**src/rtl/reaction_game.sv**
```systemverilog
// Alarm-dismiss reaction game: flashes a pseudo-random LED and counts consecutive in-window presses of btnC.
// Presses reach the state logic 3 clocks after the raw edge; game_done is a level held until enable drops.
module reaction_game #(
  parameter int          ON_CYCLES     = 50_000_000,
  parameter int          GAP_CYCLES    = 25_000_000,
  parameter int          HITS_REQUIRED = 3,
  parameter logic [15:0] LFSR_SEED     = 16'hACE1
) (
  input  logic       clk,
  input  logic       reset,
  input  logic       enable,
  input  logic       btn,
  output logic [3:0] random_led,
  output logic       game_led_off,
  output logic       game_done,
  output logic [2:0] hit_count
);

  localparam int            MAX_CYCLES = (ON_CYCLES > GAP_CYCLES) ? ON_CYCLES : GAP_CYCLES;
  localparam int            TW         = $clog2(MAX_CYCLES + 1);
  localparam logic [TW-1:0] ON_LOAD    = TW'(ON_CYCLES - 1);
  localparam logic [TW-1:0] GAP_LOAD   = TW'(GAP_CYCLES - 1);
  localparam logic [2:0]    HITS       = 3'(HITS_REQUIRED);

  typedef enum logic [2:0] {IDLE, ARM, GAP, SHOW, DONE} state_t;

  state_t        state, state_n;
  logic [TW-1:0] timer, timer_n;
  logic [2:0]    hit_n, hit_inc;
  logic [3:0]    led_n, cand, next_led;
  logic [15:0]   lfsr;
  logic          s1, s2, s3, press;

  always_ff @(posedge clk or posedge reset) begin
    if (reset) begin
      s1 <= 1'b0;
      s2 <= 1'b0;
      s3 <= 1'b0;
    end else begin
      s1 <= btn;
      s2 <= s1;
      s3 <= s2;
    end
  end

  assign press = s2 & ~s3;

  // Free-running so the target sequence depends on when the player acts.
  always_ff @(posedge clk or posedge reset) begin
    if (reset) lfsr <= LFSR_SEED;
    else       lfsr <= {lfsr[14:0], lfsr[15] ^ lfsr[13] ^ lfsr[12] ^ lfsr[10]};
  end

  assign cand     = (lfsr[3:0] == 4'd15) ? 4'd0 : lfsr[3:0];
  assign next_led = (cand != random_led) ? cand : ((cand == 4'd14) ? 4'd0 : cand + 4'd1);
  assign hit_inc  = hit_count + 3'd1;

  always_ff @(posedge clk or posedge reset) begin
    if (reset) begin
      state      <= IDLE;
      timer      <= '0;
      hit_count  <= 3'd0;
      random_led <= 4'd0;
    end else begin
      state      <= state_n;
      timer      <= timer_n;
      hit_count  <= hit_n;
      random_led <= led_n;
    end
  end

  always_comb begin
    state_n = state;
    timer_n = (timer == '0) ? timer : timer - TW'(1);
    hit_n   = hit_count;
    led_n   = random_led;
    if (!enable) begin
      state_n = IDLE;
      hit_n   = 3'd0;
    end else begin
      case (state)
        IDLE: begin
          state_n = ARM;
          hit_n   = 3'd0;
        end
        // Wait out the press that started the game before timing anything.
        ARM: begin
          if (!s2) begin
            state_n = GAP;
            timer_n = GAP_LOAD;
          end
        end
        GAP: begin
          if (press) begin
            hit_n   = 3'd0;
            timer_n = GAP_LOAD;
          end else if (timer == '0) begin
            led_n   = next_led;
            state_n = SHOW;
            timer_n = ON_LOAD;
          end
        end
        SHOW: begin
          if (press) begin
            hit_n   = hit_inc;
            state_n = (hit_inc == HITS) ? DONE : GAP;
            timer_n = GAP_LOAD;
          end else if (timer == '0) begin
            hit_n   = 3'd0;
            state_n = GAP;
            timer_n = GAP_LOAD;
          end
        end
        DONE:    state_n = DONE;
        default: state_n = IDLE;
      endcase
    end
  end

  assign game_led_off = (state != SHOW);
  assign game_done    = (state == DONE);

endmodule

```
**config.mk**
```make
export PLATFORM = sky130hd
export DESIGN_NAME = reaction_game
export DESIGN_NICKNAME = d
export VERILOG_FILES = /design/src/rtl/reaction_game.sv
export SDC_FILE = /design/constraint.sdc
export NUM_CORES = 1
export LEC_CHECK = 0
export CAP_MARGIN = 20
export CORE_MARGIN = 2
export CORE_UTILIZATION = 37
export DETAILED_ROUTE_END_ITERATION = 10
export PLACE_DENSITY = 0.53
export SYNTH_ARGS = -nofsm -noshare
export SYNTH_HDL_FRONTEND = slang
export SYNTH_SLANG_ARGS = --single-unit
```
**constraint.sdc**
```tcl
create_clock -name clk -period 5.7 [get_ports clk]
set_input_delay 1.14 -clock clk [delete_from_list [all_inputs] [get_ports clk]]
set_output_delay 1.14 -clock clk [all_outputs]
set_load 0.1 [all_outputs]
```
==> impl_metrics.py <==
metrics = {
    "flow_run": {
        "maxCapViolations": 0,
    },
    "pwr": {
        "ir_worst_vdd_v": 0.000132,
        "power_density_mw_per_mm2": 258,
        "total_power_w": 0.000788,
        "leakage_nw": 1.17,
    },
    "yosys": {
        "syn_area_mm2": 0.00275,
        "ys_async_sr_fraction_pct": 100,
        "syn_avg_cell_area_um2": 10.3,
        "yosys-top-cells-count": "dfrtp_1 (47), nand2_1 (29), nor2_1 (17), xnor2_1 (17), nor3_1 (15)",
        "netlist.area_leader.share_pct": 42.8,
        "seq_area_frac_synth_pct": 50.5,
        "ys.flop_type": "dfrtp_1",
        "syn_inst": 266,
        "synth_nets": 274,
        "synth_top_cell_by_area": "dfrtp_1",
        "yosysMostFrequentCell": "dfrtp_1",
        "synth_cell_types": 59,
        "synth.area.top_cells": "dfrtp_1 (43%), dfstp_2 (7.7%), xnor2_1 (5.4%)",
        "yosys_warnings": 0,
        "synth_edf_count": 0,
        "synth_seq_cells": 55,
    },
    "final_layout": {
        "final_nets": 284,
        "instances_no_fill": 376,
        "utilization_pct": 42.4,
        "antenna_cells": 0,
        "fillers": 744,
        "syn2layout_area_growth_pct": 11.3,
        "multi_input_area_mm2": 0.00126,
        "seqCellArea_mm2": 0.00139,
        "drive_gt1_share_pct": 10.5,
    },
    "timing": {
        "relSlewSlack_pct": 35.3,
        "fmax_ghz": 0.291,
        "timing.hold.ws_ns": 0.357,
        "grt_setup_unrepaired": "false",
        "period_share_pct": 60.3,
        "setup_viol": 0,
        "min_period_ns": 3.44,
        "tightest_slew_ns": 0.967,
        "slew_viol_final": 0,
        "fin_setup_tns_ns": 0,
        "hold_viol": 0,
        "finClkSkew_ns": 0.00771,
    },
    "floorplanning": {
        "dieWidth_um": 90.2,
        "die_h_um": 90.2,
        "floorplan.initialDensity_pct": 38.1,
        "design.core.area_mm2": 0.00721,
        "num_rows": 31,
        "ioPinCount": 13,
        "dieArea_mm2": 0.00813,
    },
    "routing": {
        "drcViolationCount": 0,
        "drtPass1Iterations": 4,
        "viasPerCell": 5.00,
        "wl_um": 5140,
        "drt_iter0_drc": 71,
        "vias": 1880,
        "routedWlPerCell_um": 13.7,
        "antenna_left": 0,
    },
    "setup_path": {
        "cp.required_ns": 4.56,
        "path_max_fanout": 13,
        "cp-start-kind": "flop",
        "path_class": "flop to output port",
        "end_kind": "output port",
        "cp.arrival_ns": 2.30,
    },
    "worst_hold_path": {
        "hp-class": "flop to flop",
    },
    "place": {
        "dp_hpwl_um": 3440,
        "place_inst": 368,
        "place_congestion": 0.824,
        "portBuffers": 12,
    },
    "global_routing": {
        "grt_use_total_pct": 13.7,
        "grt_pass1_vias": 1892,
        "grt.overflow.total": 0,
        "grt_pass1_wl_um": 9070,
        "grt_start_max_net_pins": 56,
        "antenna_found_initial": 0,
    },
    "clock_network": {
        "clock_latency_ns": 0.31,
        "clkSinkCount": 55,
        "postCtsSetupBuffers": 0,
        "numCtsBuffers": 5,
        "ctsLongestPathBuffers": 2,
        "htree_num_levels": 2,
        "cts-resized-gates": 0,
        "cts_tree": "yes",
        "hold_buffers": 0,
        "clk_pin_slew_ns": 0.10,
        "cts_root_buf": "clkbuf_8",
    },
    "status": {
        "status": "finished clean",
    },
}
## per-layer routing
| layer | GRT usage [%] | routed length [um] | vias up |
|---|---|---|---|
| li1 | - | - | 957 |
| met1 | 19.9 | 2730 | 899 |
| met4 | 4.23 | 69 | 0 |
| met5 | 0 | 0 | - |
| met3 | 2.26 | 102 | 6 |
| met2 | 21.0 | 2240 | 18 |
## report_power, final
| group | switching [W] | leakage, nW | internal [W] |
|---|---|---|---|
| Sequential | 0.0000239 | 0.648 | 0.000411 |
| Clock | 0.000124 | 0.0612 | 0.000142 |
| Combinational | 0.0000519 | 0.466 | 0.0000351 |
| Total | 0.000200 | 1.17 | 0.000589 |
## cell families after synthesis
kind of cell | share of synthesized area [%]
XOR/XNOR | 8.29
AND/OR/NAND/NOR | 22.5
AO/OA/AOI/OAI | 11.9
adder cells (fa/ha/maj) | 2.19
buffers and inverters | 3.46
flip-flops | 50.5
multiplexers | 1.18
## critical path: stages (launching register included)
cell	delay, ns
dfrtp_1	0.52
nor2_1	0.20
and2_1	0.15
clkdlybuf4s50_1	1.13
## area by class of cell
| class | instances | area share, % |
|---|---|---|
| Tap cell | 99 | 4.05 |
| Multi-Input combinational cell | 191 | 41.4 |
| Timing Repair Buffer | 13 | 4.17 |
| Clock buffer | 6 | 2.70 |
| Inverter | 10 | 1.23 |
| Sequential cell | 55 | 45.3 |
| Clock inverter | 2 | 1.15 |
## per-stage QoR
step / cell area, um^2 / worst slack, ns
2_1_floorplan: 2750 / 3.12
3_3_place_gp: 2940 / 2.63
3_5_place_dp: 2940 / 2.62
4_1_cts: 3060 / 2.26
5_1_grt: 3060 / 2.16
6_report: 3060 / 2.26
## sequential cells by signal (all words and copies together) (netlist names)
signal	cells
state	3
s3	1
s2	1
random_led	4
s1	1
lfsr	16
timer	26
hit_count	3
## layout by cell type (no fill, tap or decap), types with 4 or more instances in the layout
master	instances
nor3_1	15
nor2b_1	5
a21oi_1	7
inv_1	8
o211ai_1	5
ha_1	4
nand2_1	29
xnor2_1	17
o21ai_0	7
nor2_1	17
and2_1	4
dfrtp_1	47
xor2_1	9
nand3_1	6
nand2b_1	9
clkbuf_8	6
clkdlybuf4s50_1	12
dfstp_2	8
## path summary, 6_finish.rpt
path                          start  cells after the start        end  slack, ns
min                              s1                      0         s2       0.36
max in group asynchronous     reset                      3  timer[22]       3.91
min in group asynchronous     reset                      3   timer[2]       1.35
min reg2reg                      s1                      0         s2       0.36
max                        state[1]                      3  game_done       2.26
max reg2reg                timer[0]                      8  timer[23]       3.06
Power figures use the tool's default switching activity.
